$ cat config.mk
export PLATFORM = sky130hd
export DESIGN_NAME = i4004_fetch_flat
export DESIGN_NICKNAME = d
export VERILOG_FILES = /design/src/rtl/i4004_fetch_if.sv /design/src/rtl/i4004_fetch.sv /design/src/flat_wrapper.sv
export SDC_FILE = /design/constraint.sdc
export NUM_CORES = 1
export LEC_CHECK = 0
export CORE_MARGIN = 5
export CORE_UTILIZATION = 58
export DETAILED_ROUTE_END_ITERATION = 16
export GPL_ROUTABILITY_DRIVEN = 1
export PLACE_DENSITY = 0.75
export SLEW_MARGIN = 20
export SYNTH_ARGS = -nofsm -noshare
export SYNTH_HDL_FRONTEND = slang
export SYNTH_SLANG_ARGS = --single-unit
$ cat constraint.sdc
create_clock -name clk -period 2.8 [get_ports clk]
set_input_delay 0.56 -clock clk [delete_from_list [all_inputs] [get_ports clk]]
set_output_delay 0.56 -clock clk [all_outputs]
set_load 0.005 [all_outputs]
$ cat src/rtl/i4004_fetch_if.sv
// MCS-4 shared types and the fetch-unit bus interface (ROM bus plus instruction hand-off).
package mcs4;
  typedef logic [3:0] char_t;
  typedef enum logic [2:0] {
    PH_A1, PH_A2, PH_A3, PH_M1, PH_M2, PH_X1, PH_X2, PH_X3
  } instr_cyc_t;
endpackage

interface i4004_fetch_if;
  mcs4::char_t      dbus_in;
  mcs4::char_t      dbus_out;
  logic             dbus_oe;
  logic             sync;
  logic             cm_rom;
  mcs4::instr_cyc_t phase;
  logic             instr_valid;
  logic [3:0]       instr_opr;
  logic [3:0]       instr_opa;
  logic [7:0]       instr_arg;
  logic [11:0]      instr_pc;
  logic             branch_taken;

  modport master (
    input  dbus_in, branch_taken,
    output dbus_out, dbus_oe, sync, cm_rom, phase,
           instr_valid, instr_opr, instr_opa, instr_arg, instr_pc
  );

  modport slave (
    output dbus_in, branch_taken,
    input  dbus_out, dbus_oe, sync, cm_rom, phase,
           instr_valid, instr_opr, instr_opa, instr_arg, instr_pc
  );
endinterface

$ cat src/rtl/i4004_fetch.sv
// i4004 instruction fetch / timing sequencer with PC and subroutine stack.
// Define I4004_FETCH_DEEP_STACK_EN for a 7-entry stack (default: 3 entries).
module i4004_fetch
  import mcs4::*;
(
  input  logic          clk,
  input  logic          rst,
  i4004_fetch_if.master bus
);

`ifdef I4004_FETCH_DEEP_STACK_EN
  localparam int unsigned STACK_N = 7;
`else
  localparam int unsigned STACK_N = 3;
`endif
  localparam int unsigned PC_W  = 12;
  localparam int unsigned PTR_W = $clog2(STACK_N);
  localparam logic [PTR_W-1:0] PTR_LAST = PTR_W'(STACK_N - 1);

  typedef enum logic {W_FIRST, W_SECOND} word_st_t;

  function automatic logic is_two_word(char_t opr, char_t opa);
    case (opr)
      4'h1, 4'h4, 4'h5, 4'h7: return 1'b1;
      4'h2:                   return ~opa[0];
      default:                return 1'b0;
    endcase
  endfunction

  instr_cyc_t       phase_q, phase_d;
  word_st_t         word_q, word_d;
  logic [PC_W-1:0]  pc_q, pc_d;
  char_t            opr_q, opr_d, opa_q, opa_d;
  char_t            first_opr_q, first_opr_d, first_opa_q, first_opa_d;
  logic [PC_W-1:0]  first_pc_q, first_pc_d;
  logic             taken_q, taken_d;
  logic [PTR_W-1:0] ptr_q, ptr_d, ptr_inc, pop_idx;
  logic [PC_W-1:0]  stack_q [STACK_N];
  logic             push_c;
  logic             instr_valid_q, instr_valid_d;
  char_t            instr_opr_q, instr_opr_d, instr_opa_q, instr_opa_d;
  logic [7:0]       instr_arg_q, instr_arg_d;
  logic [PC_W-1:0]  instr_pc_q, instr_pc_d;
  char_t            dbus_out_q, dbus_out_d;
  logic             dbus_oe_q, dbus_oe_d, sync_q, sync_d, cm_rom_q, cm_rom_d;

  // State registers: phase counter and word FSM
  always_ff @(posedge clk) begin
    if (rst) begin
      phase_q <= PH_X3;
      word_q  <= W_FIRST;
    end else begin
      phase_q <= phase_d;
      word_q  <= word_d;
    end
  end

  // Next-state logic; the word FSM only moves at the end of X3
  always_comb begin
    phase_d = phase_q;
    word_d  = word_q;
    case (phase_q)
      PH_A1:   phase_d = PH_A2;
      PH_A2:   phase_d = PH_A3;
      PH_A3:   phase_d = PH_M1;
      PH_M1:   phase_d = PH_M2;
      PH_M2:   phase_d = PH_X1;
      PH_X1:   phase_d = PH_X2;
      PH_X2:   phase_d = PH_X3;
      default: phase_d = PH_A1;
    endcase
    if (phase_q == PH_X3) begin
      if (word_q == W_SECOND)                word_d = W_FIRST;
      else if (is_two_word(opr_q, opa_q))    word_d = W_SECOND;
    end
  end

  assign ptr_inc = (ptr_q == PTR_LAST) ? '0 : ptr_q + PTR_W'(1);
  assign pop_idx = (ptr_q == '0) ? PTR_LAST : ptr_q - PTR_W'(1);

  // Output / datapath logic: capture, increment, hand-off, redirects, bus drive
  always_comb begin
    pc_d          = pc_q;
    opr_d         = opr_q;
    opa_d         = opa_q;
    first_opr_d   = first_opr_q;
    first_opa_d   = first_opa_q;
    first_pc_d    = first_pc_q;
    taken_d       = taken_q;
    ptr_d         = ptr_q;
    push_c        = 1'b0;
    instr_valid_d = 1'b0;
    instr_opr_d   = instr_opr_q;
    instr_opa_d   = instr_opa_q;
    instr_arg_d   = instr_arg_q;
    instr_pc_d    = instr_pc_q;

    case (phase_q)
      PH_M1: opr_d = bus.dbus_in;
      PH_M2: begin
        opa_d = bus.dbus_in;
        pc_d  = pc_q + PC_W'(1);
        if (word_q == W_SECOND) begin
          instr_valid_d = 1'b1;
          instr_opr_d   = first_opr_q;
          instr_opa_d   = first_opa_q;
          instr_arg_d   = {opr_q, bus.dbus_in};
          instr_pc_d    = first_pc_q;
        end else if (is_two_word(opr_q, bus.dbus_in)) begin
          first_opr_d = opr_q;
          first_opa_d = bus.dbus_in;
          first_pc_d  = pc_q;
        end else begin
          instr_valid_d = 1'b1;
          instr_opr_d   = opr_q;
          instr_opa_d   = bus.dbus_in;
          instr_arg_d   = 8'h00;
          instr_pc_d    = pc_q;
        end
      end
      PH_X2: taken_d = bus.branch_taken;
      PH_X3: begin
        // pc_q already holds the incremented value here
        if (word_q == W_SECOND) begin
          case (first_opr_q)
            4'h4: pc_d = {first_opa_q, opr_q, opa_q};
            4'h5: begin
              push_c = 1'b1;
              ptr_d  = ptr_inc;
              pc_d   = {first_opa_q, opr_q, opa_q};
            end
            4'h1, 4'h7: if (taken_q) pc_d = {pc_q[11:8], opr_q, opa_q};
            default: ;
          endcase
        end else if (opr_q == 4'hC) begin
          pc_d  = stack_q[pop_idx];
          ptr_d = pop_idx;
        end
      end
      default: ;
    endcase

    dbus_oe_d = (phase_d == PH_A1) || (phase_d == PH_A2) || (phase_d == PH_A3);
    sync_d    = (phase_d == PH_X3);
    cm_rom_d  = (phase_d == PH_A3);
    case (phase_d)
      PH_A1:   dbus_out_d = pc_d[3:0];
      PH_A2:   dbus_out_d = pc_d[7:4];
      PH_A3:   dbus_out_d = pc_d[11:8];
      default: dbus_out_d = 4'h0;
    endcase
  end

  // Datapath and output registers
  always_ff @(posedge clk) begin
    if (rst) begin
      pc_q          <= '0;
      opr_q         <= '0;
      opa_q         <= '0;
      first_opr_q   <= '0;
      first_opa_q   <= '0;
      first_pc_q    <= '0;
      taken_q       <= 1'b0;
      ptr_q         <= '0;
      instr_valid_q <= 1'b0;
      instr_opr_q   <= '0;
      instr_opa_q   <= '0;
      instr_arg_q   <= '0;
      instr_pc_q    <= '0;
      dbus_out_q    <= '0;
      dbus_oe_q     <= 1'b0;
      sync_q        <= 1'b1;
      cm_rom_q      <= 1'b0;
    end else begin
      pc_q          <= pc_d;
      opr_q         <= opr_d;
      opa_q         <= opa_d;
      first_opr_q   <= first_opr_d;
      first_opa_q   <= first_opa_d;
      first_pc_q    <= first_pc_d;
      taken_q       <= taken_d;
      ptr_q         <= ptr_d;
      instr_valid_q <= instr_valid_d;
      instr_opr_q   <= instr_opr_d;
      instr_opa_q   <= instr_opa_d;
      instr_arg_q   <= instr_arg_d;
      instr_pc_q    <= instr_pc_d;
      dbus_out_q    <= dbus_out_d;
      dbus_oe_q     <= dbus_oe_d;
      sync_q        <= sync_d;
      cm_rom_q      <= cm_rom_d;
    end
  end

  // Circular return stack; pushes the incremented pc
  always_ff @(posedge clk) begin
    if (rst) begin
      for (int i = 0; i < int'(STACK_N); i++) stack_q[i] <= '0;
    end else if (push_c) begin
      stack_q[ptr_q] <= pc_q;
    end
  end

  assign bus.phase       = phase_q;
  assign bus.dbus_out    = dbus_out_q;
  assign bus.dbus_oe     = dbus_oe_q;
  assign bus.sync        = sync_q;
  assign bus.cm_rom      = cm_rom_q;
  assign bus.instr_valid = instr_valid_q;
  assign bus.instr_opr   = instr_opr_q;
  assign bus.instr_opa   = instr_opa_q;
  assign bus.instr_arg   = instr_arg_q;
  assign bus.instr_pc    = instr_pc_q;

endmodule

$ cat src/flat_wrapper.sv
// flat-port wrapper written by rule: the top's interface ports become plain ports
module i4004_fetch_flat import mcs4::*;
  (clk, rst, bus_dbus_in, bus_branch_taken, bus_dbus_out, bus_dbus_oe, bus_sync, bus_cm_rom, bus_phase, bus_instr_valid, bus_instr_opr, bus_instr_opa, bus_instr_arg, bus_instr_pc);
  i4004_fetch_if bus_i ();
  input  logic clk;
  input  logic rst;
  input wire logic [$bits(bus_i.dbus_in)-1:0] bus_dbus_in;
  input wire logic [$bits(bus_i.branch_taken)-1:0] bus_branch_taken;
  output wire logic [$bits(bus_i.dbus_out)-1:0] bus_dbus_out;
  output wire logic [$bits(bus_i.dbus_oe)-1:0] bus_dbus_oe;
  output wire logic [$bits(bus_i.sync)-1:0] bus_sync;
  output wire logic [$bits(bus_i.cm_rom)-1:0] bus_cm_rom;
  output wire logic [$bits(bus_i.phase)-1:0] bus_phase;
  output wire logic [$bits(bus_i.instr_valid)-1:0] bus_instr_valid;
  output wire logic [$bits(bus_i.instr_opr)-1:0] bus_instr_opr;
  output wire logic [$bits(bus_i.instr_opa)-1:0] bus_instr_opa;
  output wire logic [$bits(bus_i.instr_arg)-1:0] bus_instr_arg;
  output wire logic [$bits(bus_i.instr_pc)-1:0] bus_instr_pc;
  assign bus_i.dbus_in = bus_dbus_in;
  assign bus_i.branch_taken = bus_branch_taken;
  assign bus_dbus_out = bus_i.dbus_out;
  assign bus_dbus_oe = bus_i.dbus_oe;
  assign bus_sync = bus_i.sync;
  assign bus_cm_rom = bus_i.cm_rom;
  assign bus_phase = bus_i.phase;
  assign bus_instr_valid = bus_i.instr_valid;
  assign bus_instr_opr = bus_i.instr_opr;
  assign bus_instr_opa = bus_i.instr_opa;
  assign bus_instr_arg = bus_i.instr_arg;
  assign bus_instr_pc = bus_i.instr_pc;
  i4004_fetch u_core (.clk(clk), .rst(rst), .bus(bus_i));
endmodule
; After elaboration in Yosys (flattened, before gate mapping)
; Memory sizes are Yosys's and may differ from the RTL's.
; Index checks and enable logic that the tools add are counted.
[totals]
elab_cells = 105
memories = 1
mem_bits_rw = 36
output_inout_bits = 39
in_bits = 7
reg_bits = 83
[op_classes]
mux = 41
n_reduce_logical = 14
addsub = 3
n_bitwise = 4
eq_ne = 23
[memory_table]
columns = name, words, width, read_ports, rd_ports_with_merged_regs, write_ports, line
row1 = u_core.stack_q, 3, 12, 1, 0, 3, i4004_fetch.sv:38  ; logic [PC_W-1:0] stack_q [STACK_N];
[ops]
columns = op, n
row1 = $mux 12, 5
row2 = $pmux 12 s2, 2
row3 = $eq 4x3->1 const B, 6
row4 = $mux 8, 3
row5 = $pmux 3 s7, 1
row6 = $mux 1, 17
row7 = $mux 4, 4
row8 = $eq 3x3->1 const B, 5
row9 = $add 12x1->12 const B, 1
row10 = $mux 2, 6
row11 = $pmux 4 s3, 1
row12 = $reduce_or 12->1, 1
row13 = $eq 3x2->1 const B, 3
row14 = $eq 4x1->1 const B, 2
row15 = $eq 3x1->1 const B, 2
row16 = $logic_not 3->1, 2
row17 = $reduce_and 3->1, 2
row18 = $reduce_or 2->1, 3
row19 = $eq 4x2->1 const B, 1
row20 = $eq 4x4->1 const B, 1
row21 = $not 1->1, 4
row22 = $pmux 1 s2, 2
row23 = $reduce_or 4->1, 1
row24 = $add 2x1->2 const B, 1
row25 = other kinds (8), 9

; Longest topological paths before layout
; Gate-level depths: netlist (run 1).
[logic_depth]
depth_word = 9
ltp_mapped = 9
ltp_nobuf = 8

; Worst setup path after synthesis (run 1)
; Ideal clock, no wire load.
[synth_path]
path_kind = register to register
start = register u_core.phase_q[0] (netlist: u_core.bus.phase[0])
end = memory u_core.stack_q[3][0] (enable)
arrival_ps = 1784
setup_slack_ps = 661
path_buffers = 1
setup_time_ps = 355
synth_period_minus_slack_ps = 2139
stages_incl_launch_ff = 6
required_ps = 2445
cell_sequence = dfxtp_1 -> ha_1 -> nand2_1 -> nor3_1 -> clkbuf_1 -> and2_1
[synth_rtl]
columns = item, line
row1 = from (decl), i4004_fetch.sv:30  ; instr_cyc_t phase_q, phase_d;
row2 = from (signal assigned), i4004_fetch.sv:53  ; phase_q <= phase_d;
row3 = to (decl), i4004_fetch.sv:38

; Worst setup path in the final report (run 1)
[layout_path]
start = register u_core.ptr_q[0]
end = register u_core.dbus_out_q[1] (netlist: u_core.bus.dbus_out[1])
[layout_via]
elab_chain_len = 7
word_cells_on_any_way = 8
cone_classes = add/sub (1) / mux (5) / reduce/logical (1) / memory (1)
[layout_lines]
columns = item, line
row1 = from (decl), i4004_fetch.sv:37  ; logic [PTR_W-1:0] ptr_q, ptr_d, ptr_inc, pop_idx;
row2 = from (signal assigned), i4004_fetch.sv:182  ; ptr_q <= ptr_d;
row3 = $sub 2x1->2 or $logic_not 2->1 (tied branches), i4004_fetch.sv:79  ; assign pop_idx = (ptr_q == '0) ? PTR_LAST : ptr_q - PTR_W'(1);
row4 = $mux 2 (*), i4004_fetch.sv:79
row5 = $mem_v2 3x12 (*), -
row6 = $mux 12 (*), i4004_fetch.sv:135  ; end else if (opr_q == 4'hC) begin
row7 = $mux 12 (*), i4004_fetch.sv:124  ; if (word_q == W_SECOND) begin
row8 = $pmux 12 s2 (*), i4004_fetch.sv:98  ; case (phase_q)
row9 = $pmux 4 s3 (*), i4004_fetch.sv:146  ; case (phase_d)
row10 = to (signal assigned), i4004_fetch.sv:188  ; dbus_out_q <= dbus_out_d;
row11 = to (decl), i4004_fetch.sv:44  ; char_t dbus_out_q, dbus_out_d;
; Mark *: on every way between the ends. The rest lies on a longest branch, timed or not.
; A chain may end at the register's enable or synchronous reset.

==> results.py, run 1 <==
metrics = {
    "clock_tree": {
        "cts_buffers": 17,
        "clockBufferDepth": 2,
        "cts_tree": "yes",
        "htreeDepth": 4,
        "cts_root_buffer": "clkbuf_8",
        "cts_hold_buffers": 0,
        "tritoncts_num_sinks": 131,
        "clkLatencyLatePin_ns": 0.53,
        "clkSlewWorstSetupHoldPaths_ns": 0.06,
    },
    "synthesis": {
        "synthDominantCellAreaShare_pct": 27.0,
        "post_synth_top_flop": "dfxtp_1",
        "ys_top_cells_by_area": "dfxtp_1 27%, edfxtp_1 23%, mux2i_1 8.3%",
        "syn_inst": 562,
        "yosys_warnings": 0,
        "synthMostInstantiatedCell": "dfxtp_1",
        "synthDominantAreaCellType": "dfxtp_1",
        "seq_area_frac_synth_pct": 50.4,
        "synth.cell_area_um2": 6150,
        "synthesis.nets": 581,
        "synth_enable_flop_cells": 48,
        "synth-seq-cells": 131,
        "syn_area_per_cell_um2": 11.0,
        "yosys.cell_types.count": 67,
        "synthTopCellsByCount": "83 x dfxtp_1, 73 x nor2_1, 51 x mux2i_1",
        "synth-async-reset-ratio_pct": 0,
    },
    "setup_path": {
        "critical_path_start_type": "register",
        "path_cells": "inv_1, ha_2, buf_6, mux4_2, o31ai_2, a211oi_1, a211oi_1, o221ai_1",
        "timing.reg2reg.setup_slack_ns": 0.24,
        "critPathMaxStageDelay_ns": 0.53,
        "worst_path_max_delay_cell": "mux4_2",
        "critical-path-top-delay-family": "compound AO/OA/AOI/OAI gates",
        "worstPathRequired_ns": 3.18,
        "critical_path_arrival_ns": 2.93,
        "critPathCaptureType": "register",
        "reg2reg_depth": 8,
        "path_common_cell": "a211oi_1",
        "cp_max_fo": 10,
        "cp.depth": 8,
        "timing_worst_setup_path_type": "reg2reg",
        "cp_num_buf_inv": 2,
    },
    "detailed_routing": {
        "routedWlPerCell_um": 20.1,
        "detailroute.via_count": 4630,
        "vias_per_cell": 6.18,
        "met2WireLength_mm": 6.84,
        "routed-wl-met3_mm": 1.35,
        "drc": 0,
        "firstDrtPassIters": 6,
        "drtAntennaViolNets": 0,
        "routed.top_layer": "met4",
        "drt_iter0_markers": 585,
        "met1_length_mm": 6.44,
        "routed_wl_mm": 15.0,
    },
    "timing": {
        "worst-slew-pin-transition_ns": 0.667,
        "final_hold_viol_count": 0,
        "finalSetupTns_ns": 0,
        "final_clock_period_utilization_by_the_worst_path_pct": 91.3,
        "final.setup_skew_ns": 0.00699,
        "fmaxAchievable_ghz": 0.391,
        "setup_viol": 0,
        "rsz0062_at_grt": "false",
        "final.min_clock_period_ns": 2.56,
        "fin_worst_hold_slack_ns": 0.313,
        "slew_violations": 0,
        "timing.slew.headroom_pct": 55.3,
    },
    "run_status": {
        "outcome": "completed",
    },
    "grt": {
        "grt_start_max_net_pins": 54,
        "track_usage_pct": 24.7,
        "first_global_vias": 4505,
        "first_pass_grt_wire_length_mm": 24.4,
        "global_route.overflow_total": 0,
        "antenna_found_initial": 0,
    },
    "power": {
        "ir_drop_mv": 0.479,
        "pwr-share-seq_pct": 43.8,
        "clockPowerShare_pct": 42.9,
        "net-switching-power_w": 0.00124,
        "comb_pwr_share_pct": 13.2,
        "sw_frac_of_total_pct": 25.1,
        "cell_internal_pwr_w": 0.00369,
        "design_power_total_w": 0.00492,
        "p_leak_nw": 2.69,
        "p_per_area_nw_per_um2": 675,
    },
    "placed_design": {
        "port_buffers": 45,
        "place.detailed.hpwl_mm": 10.1,
        "place_congestion": 0.982,
        "placed_area_um2": 6710,
    },
    "floorplan": {
        "row_count": 37,
        "initial_util_pct": 59.6,
        "fp.coreArea_um2": 10300,
        "design.die.area_um2": 12800,
        "num_io_pins": 46,
        "die-height_um": 113,
        "die_width_um": 113,
    },
    "layout": {
        "layout-area-overhead-vs-synth_pct": 18.6,
        "layout-drive-gt1-share_pct": 15.0,
        "finalCoreUtilization_pct": 70.7,
        "layout.cell_area.non_filler_um2": 7300,
        "antennaDiodeCount": 0,
        "finish.net_count": 619,
    },
    "job": {
        "max-cap-violations": 0,
    },
    "min_path": {
        "hold_depth": 2,
        "hold_path_class": "in2reg",
    },
}
==> layout by cell type (no fill, tap or decap), types with 4 or more instances in the layout <==
cell type and n:
buf_4 24, o211ai_1 4, or2_2 4, o32a_1 4, nor2b_1 4, and2_1 5
and3_1 38, clkbuf_16 16, clkdlybuf4s50_1 44, edfxtp_1 48, a21o_1 5, nor3_1 6
a211oi_1 33, mux4_2 11, ha_1 11, dfxtp_1 82, o21ai_0 4, clkinv_2 5
nand3b_1 4, nor2_1 73, a21oi_1 14, mux2i_1 51, a22oi_1 8, nand2b_1 7
nand2_1 24, inv_1 11, nand3_1 4
==> power by group through the flow <==
stage	clock network [W]	logic (W)	registers [W]
3_5_place_dp	0	0.000632	0.00219
3_3_place_gp	0	0.000622	0.00219
5_1_grt	0.00224	0.000708	0.00217
4_1_cts	0.00214	0.000643	0.00215
6_report	0.00211	0.000652	0.00216
2_1_floorplan	0	0.000428	0.00215
==> logic make-up after synthesis <==
family          synth area share, %
xor+xnor                      0.142
simple gates                   15.9
mux                            13.3
compound gates                 12.8
fa+ha+maj                      2.44
flops                          50.4
buf+inv                        4.98
==> stage by stage <==
| step | setup WS, ns | instances |
|---|---|---|
| detailed placement | 0.0231 | 715 |
| global placement | 0.0875 | 715 |
| CTS | 0.157 | 749 |
| finish | 0.244 | 749 |
| global route | 0.0468 | 749 |
| floorplan | 0.661 | 562 |
==> routing by layer <==
metal | up-vias | track usage [%]
met5 | - | 0
met4 | 0 | 9.54
met3 | 36 | 7.65
met2 | 245 | 36.7
met1 | 2196 | 34.1
li1 | 2153 | -
==> final cells by class <==
class / instances / area, um^2
repair buffers: 71 / 657
inverters: 11 / 41.3
clock inverters: 13 / 141
flip-flops and latches: 131 / 3100
clock buffers: 19 / 422
multi-input cells: 368 / 2760
fillers: 742 / 3030
well taps: 136 / 170
==> flip-flops by register name, indices dropped and copies added, names as in the netlist <==
register / count
u_core.bus.cm_rom: 1
u_core.bus.dbus_oe: 1
u_core.bus.dbus_out: 4
u_core.bus.instr_arg: 8
u_core.bus.instr_opa: 4
u_core.bus.instr_opr: 4
u_core.bus.instr_pc: 12
u_core.bus.instr_valid: 1
u_core.bus.phase: 3
u_core.bus.sync: 1
u_core.first_opa_q: 4
u_core.first_opr_q: 4
u_core.first_pc_q: 12
u_core.opa_q: 4
u_core.opr_q: 4
u_core.pc_q: 12
u_core.ptr_q: 2
u_core.stack_q: 48
u_core.taken_q: 1
u_core.word_q: 1
==> what timing repair did <==
| action | CTS | global route |
|---|---|---|
| cloned | 0 | 0 |
| endpoints found under the hold margin | 0 | 0 |
| setup endpoints to repair | 1 | 2 |
| buffers inserted | 2 | 0 |
| gates resized for setup | 0 | 2 |
| pin swaps | 1 | 0 |
==> worst paths after layout <==
kind | startpoint | end
setup / recovery | u_core.ptr_q[0] | u_core.bus.dbus_out[1]
hold / removal | rst | u_core.ptr_q[1]
setup reg to reg | u_core.ptr_q[0] | u_core.bus.dbus_out[1]
hold reg to reg | u_core.opa_q[2] | u_core.opa_q[2]
Note: power is estimated with default switching activity, not from simulation.
==> run 2: changes to the inputs <==
--- a/config.mk
+++ b/config.mk
@@ -9,6 +9,7 @@
 export CORE_UTILIZATION = 58
 export DETAILED_ROUTE_END_ITERATION = 16
 export GPL_ROUTABILITY_DRIVEN = 1
+export GPL_TIMING_DRIVEN = 0
 export PLACE_DENSITY = 0.75
 export SLEW_MARGIN = 20
 export SYNTH_ARGS = -nofsm -noshare
==> results.py, run 2 (synthesized netlist as in run 1, its figures left out) <==
metrics = {
    "timing": {
        "final_clock_period_utilization_by_the_worst_path_pct": 92.9,
        "rsz0062_at_grt": "false",
        "fmaxAchievable_ghz": 0.385,
        "fin_worst_hold_slack_ns": 0.425,
        "final_hold_viol_count": 0,
        "final.min_clock_period_ns": 2.60,
        "final.setup_skew_ns": 0.00769,
        "worst-slew-pin-transition_ns": 0.710,
        "timing.slew.headroom_pct": 52.3,
        "layout_setup_ws_ns": 0.199,
        "slew_violations": 0,
        "setup_viol": 0,
    },
    "setup_path": {
        "critPathCaptureType": "register",
        "timing.reg2reg.setup_slack_ns": 0.20,
        "critPathMaxStageDelay_ns": 0.39,
        "path_common_cell": "mux2i_1",
        "cp_max_fo": 10,
        "worst_path_max_delay_cell": "ha_1",
        "critical_path_start_type": "register",
        "critical-path-top-delay-family": "multiplexers",
        "critical_path_arrival_ns": 2.99,
        "cp_num_buf_inv": 2,
        "critical_path.reg2reg.startpoint": "u_core.ptr_q[0]",
        "worstPathRequired_ns": 3.19,
        "reg2reg_depth": 8,
        "r2r_end": "u_core.bus.dbus_out[0]",
        "path_cells": "inv_1, ha_1, buf_2, mux4_2, mux2i_1, mux2i_1, a21oi_1, o221ai_1",
        "timing_worst_setup_path_type": "reg2reg",
    },
    "floorplan": {
        "die_width_um": 113,
        "initial_util_pct": 59.6,
        "row_count": 37,
        "die-height_um": 113,
        "fp.coreArea_um2": 10300,
        "design.die.area_um2": 12800,
        "num_io_pins": 46,
    },
    "placed_design": {
        "placed_area_um2": 6780,
        "place_congestion": 0.902,
        "detailedPlace.worstSlack_ns": -0.179,
        "numPlacedInstances": 743,
        "port_buffers": 45,
        "place.detailed.hpwl_mm": 11.8,
    },
    "layout": {
        "antennaDiodeCount": 0,
        "finish.net_count": 645,
        "layout.cells.most_common": "dfxtp_1",
        "layout-drive-gt1-share_pct": 15.5,
        "finish.cell_count_without_fillers": 775,
        "final_cell_mix": "83 x dfxtp_1, 73 x nor2_1, 51 x mux2i_1",
        "layout-area-overhead-vs-synth_pct": 20.2,
        "seqCellArea_um2": 3100,
        "layout.cell_area.non_filler_um2": 7400,
        "multiInputGateArea_um2": 2760,
        "n_fill_cell": 752,
        "largest_register_ff_count": 48,
        "largest-register": "u_core.stack_q",
    },
    "power": {
        "ir_drop_mv": 0.323,
        "design_power_total_w": 0.00511,
        "p_per_area_nw_per_um2": 691,
        "p_leak_nw": 2.75,
    },
    "job": {
        "max-cap-violations": 0,
    },
    "clock_tree": {
        "htreeDepth": 4,
        "clkSlewWorstSetupHoldPaths_ns": 0.06,
        "cts_buffers": 17,
        "cts_hold_buffers": 0,
        "clkLatencyLatePin_ns": 0.53,
        "cts_tree": "yes",
        "tritoncts_num_sinks": 131,
        "cts_root_buffer": "clkbuf_8",
        "clockBufferDepth": 2,
    },
    "detailed_routing": {
        "firstDrtPassIters": 5,
        "routed_wl_mm": 16.9,
        "drt_iter0_markers": 415,
        "drtAntennaViolNets": 0,
        "detailroute.via_count": 4832,
        "vias_per_cell": 6.23,
        "drc": 0,
        "routedWlPerCell_um": 21.8,
    },
    "grt": {
        "first_global_vias": 4696,
        "first_pass_grt_wire_length_mm": 26.7,
        "global_route.overflow_total": 0,
        "track_usage_pct": 27.4,
        "grt_start_max_net_pins": 17,
        "antenna_found_initial": 0,
    },
    "run_status": {
        "outcome": "completed",
    },
    "min_path": {
        "hold_end": "u_core.stack_q[3][3]",
        "hold_depth": 0,
        "timing.hold.worst.start": "u_core.pc_q[3]",
        "hold_path_class": "reg2reg",
    },
}
## run 2: timing repair
item                       CTS  global route
setup endpoints to repair   48            49
resized for setup            4             5
cloned                       0             0
buffers inserted             0             0
## run 2: per-stage QoR
stage,setup TNS [ns],utilization (%)
3_3_place_gp,-7.50,65.6
2_1_floorplan,0,-
6_report,0,71.7
3_5_place_dp,-7.74,65.6
4_1_cts,0,71.6
5_1_grt,0,71.7
## run 2: layout make-up
type	count	share of cell area, %
Multi-Input combinational cell	368	37.3
Clock inverter	12	2.03
Sequential cell	131	41.9
Tap cell	136	2.30
Buffer	52	3.60
Inverter	11	0.558
Clock buffer	20	6.17
Timing Repair Buffer	45	6.09
## run 2: power breakdown
part,switching [W],internal (W)
logic,0.000416,0.000301
clock network,0.000841,0.00143
registers,0.0000605,0.00206
## run 2: how the worst max path moves through the flow
| stage | start | end | slack, ns | cells past startpoint |
|---|---|---|---|---|
| final | u_core.ptr_q[0] | u_core.bus.dbus_out[0] | 0.20 | 8 |
| after global routing | u_core.ptr_q[0] | u_core.bus.dbus_out[0] | 0.07 | 8 |
| after CTS | u_core.bus.phase[0] | u_core.stack_q[3][3] | 0.01 | 5 |
| after detailed placement | rst | u_core.stack_q[1][8] | -0.18 | 4 |
| after global placement | rst | u_core.stack_q[1][10] | -0.19 | 4 |
| after floorplan | u_core.bus.phase[0] | u_core.stack_q[3][0] | 0.66 | 5 |
## run 2: metal layers
| layer | up-vias | share of wire (%) | track usage [%] |
|---|---|---|---|
| met2 | 234 | 46 | 42.2 |
| met1 | 2361 | 43 | 38.5 |
| met5 | - | 0 | 0 |
| met4 | 0 | 2.2 | 8.97 |
| met3 | 32 | 8.6 | 6.31 |
| li1 | 2205 | - | - |
==> run 3: changes to the inputs <==
--- a/config.mk
+++ b/config.mk
@@ -5,12 +5,13 @@
 export SDC_FILE = /design/constraint.sdc
 export NUM_CORES = 1
 export LEC_CHECK = 0
+export ABC_AREA = 1
 export CORE_MARGIN = 5
-export CORE_UTILIZATION = 58
+export CORE_UTILIZATION = 35
 export DETAILED_ROUTE_END_ITERATION = 16
 export GPL_ROUTABILITY_DRIVEN = 1
 export GPL_TIMING_DRIVEN = 0
-export PLACE_DENSITY = 0.75
+export PLACE_DENSITY = 0.48
 export SLEW_MARGIN = 20
 export SYNTH_ARGS = -nofsm -noshare
 export SYNTH_HDL_FRONTEND = slang
==> results.py, run 3 <==
metrics = {
    "timing": {
        "setup_viol": 0,
        "finalSetupTns_ns": 0,
        "final_clock_period_utilization_by_the_worst_path_pct": 90.9,
        "rsz0062_at_grt": "false",
        "final.setup_skew_ns": 0.00862,
        "slew_violations": 0,
        "final.min_clock_period_ns": 2.55,
        "timing.slew.headroom_pct": 46.4,
        "fmaxAchievable_ghz": 0.393,
        "worst-slew-pin-transition_ns": 0.804,
        "final_hold_viol_count": 0,
    },
    "detailed_routing": {
        "routedWlPerCell_um": 19.0,
        "firstDrtPassIters": 5,
        "vias_per_cell": 5.18,
        "routed_wl_mm": 20.4,
        "drc": 0,
        "detailroute.via_count": 5555,
        "drt_iter0_markers": 304,
        "drtAntennaViolNets": 0,
    },
    "clock_tree": {
        "cts_root_buffer": "clkbuf_16",
        "cts_tree": "yes",
        "clockBufferDepth": 2,
        "cts_buffers": 17,
        "clkSlewWorstSetupHoldPaths_ns": 0.06,
        "clkLatencyLatePin_ns": 0.42,
        "cts_hold_buffers": 0,
        "tritoncts_num_sinks": 131,
        "htreeDepth": 4,
    },
    "synthesis": {
        "syn_area_per_cell_um2": 8.00,
        "synthTopCellsByCount": "209 x nand2_1, 83 x dfxtp_1, 83 x nand3_1",
        "seq_area_frac_synth_pct": 50.3,
        "syn_inst": 772,
        "synth-async-reset-ratio_pct": 0,
        "ys_top_cells_by_area": "dfxtp_1 27%, edfxtp_1 23%, nand2_1 13%",
        "post_synth_top_flop": "dfxtp_1",
        "yosys.cell_types.count": 37,
        "synth-seq-cells": 131,
        "synth.cell_area_um2": 6170,
        "synthDominantCellAreaShare_pct": 26.9,
        "synth_enable_flop_cells": 48,
        "synthesis.nets": 791,
        "yosys_warnings": 0,
        "synthMostInstantiatedCell": "nand2_1",
        "synthDominantAreaCellType": "dfxtp_1",
    },
    "layout": {
        "largest-register": "u_core.stack_q",
        "antennaDiodeCount": 0,
        "layout.cells.most_common": "nand2_1",
        "largest_register_ff_count": 48,
        "layout-drive-gt1-share_pct": 10.6,
        "layout-area-overhead-vs-synth_pct": 22.3,
        "finish.net_count": 854,
        "final_cell_mix": "206 x nand2_1, 83 x nand3_1, 83 x dfxtp_1",
        "finish.cell_count_without_fillers": 1073,
    },
    "floorplan": {
        "initial_util_pct": 35.7,
        "design.die.area_um2": 20400,
        "fp.coreArea_um2": 17300,
        "die_width_um": 143,
        "die-height_um": 143,
        "num_io_pins": 46,
        "row_count": 48,
    },
    "setup_path": {
        "timing_worst_setup_path_type": "reg2reg",
        "worstPathRequired_ns": 2.89,
        "critical_path_start_type": "register",
        "timing.reg2reg.setup_slack_ns": 0.25,
        "endpoint": "u_core.stack_q[0][5]",
        "r2r_end": "u_core.stack_q[0][5]",
        "critPathCaptureType": "register",
        "critical_path_arrival_ns": 2.64,
        "worstSetupStartpoint": "u_core.bus.phase[0]",
        "cp_max_fo": 12,
        "critical_path.reg2reg.startpoint": "u_core.bus.phase[0]",
        "reg2reg_depth": 8,
    },
    "run_status": {
        "outcome": "completed",
    },
    "grt": {
        "track_usage_pct": 20.4,
        "first_pass_grt_wire_length_mm": 31.2,
        "grt_start_max_net_pins": 17,
        "antenna_found_initial": 0,
        "global_route.overflow_total": 0,
        "first_global_vias": 5453,
    },
    "power": {
        "p_per_area_nw_per_um2": 721,
        "design_power_total_w": 0.00544,
        "p_leak_nw": 2.88,
        "ir_drop_mv": 0.418,
    },
    "placed_design": {
        "port_buffers": 44,
        "place.detailed.hpwl_mm": 15.0,
        "numPlacedInstances": 1041,
        "place_congestion": 0.894,
    },
    "job": {
        "max-cap-violations": 0,
    },
    "min_path": {
        "hold_path_class": "reg2reg",
    },
}
-- run 3: cells by family after synthesis --
kind of cell | count (synthesis) | synth area share, %
buf+inv | 105 | 7.72
fa+ha+maj | 12 | 2.43
flops | 131 | 50.3
compound gates | 154 | 14.5
simple gates | 370 | 25.1
-- run 3: layout make-up --
cell class,count,area (um^2)
fillers,1778,9750
flip-flops and latches,131,3100
multi-input cells,536,2600
clock buffers,21,504
repair buffers,44,440
well taps,225,282
inverters,65,249
plain buffers,40,228
clock inverters,11,143
-- run 3: per-layer routing --
layer	global-route usage (%)	wire length (um)
met3	4.02	1120
met4	7.95	483
met1	28.9	9730
met5	0	0
met2	30.9	9020
-- run 3: what timing repair did --
action / in CTS / in global routing
gates resized for setup: 0 / 3
setup buffers: 0 / 0
setup endpoints to repair: 0 / 36
-- run 3: worst min path at each step --
| stage | to | from | cells after the start |
|---|---|---|---|
| after floorplan | u_core.first_opa_q[2] | u_core.first_opa_q[2] | 2 |
| after global placement | u_core.bus.instr_arg[4] | u_core.bus.instr_arg[4] | 2 |
| after global routing | u_core.bus.instr_arg[4] | u_core.bus.instr_arg[4] | 2 |
| after CTS | u_core.bus.instr_arg[4] | u_core.bus.instr_arg[4] | 2 |
| after detailed placement | u_core.bus.instr_arg[4] | u_core.bus.instr_arg[4] | 2 |
| final | u_core.bus.instr_arg[4] | u_core.bus.instr_arg[4] | 2 |
-- run 3: power breakdown --
part	leakage [nW]	internal (W)	total (W)	switching (W)
clock network	0.318	0.00156	0.00241	0.000846
registers	1.16	0.00209	0.00221	0.000117
logic	1.41	0.000288	0.000827	0.000538
total	2.88	0.00394	0.00544	0.00150
-- run 3: critical path: stages (launching register included) --
cell and delay, ns:
dfxtp_1 0.44, ha_1 0.23, nand2_2 0.16, nor4_1 0.44, inv_1 0.12, nor2_2 0.17
nand2_1 0.20, buf_6 0.20, nand2_2 0.25
-- run 3: per-stage QoR --
stage                     instance area, um^2  setup WS (ns)  hold WS [ns]  utilization [%]
after floorplan                          6170          0.700         0.445                -
after global placement                   6900         -0.121         0.452             39.9
after detailed placement                 6900        -0.0850         0.453             39.9
after CTS                                7540         0.0149         0.462             43.6
after global routing                     7550         0.0393         0.495             43.6
final                                    7550          0.254         0.459             43.6
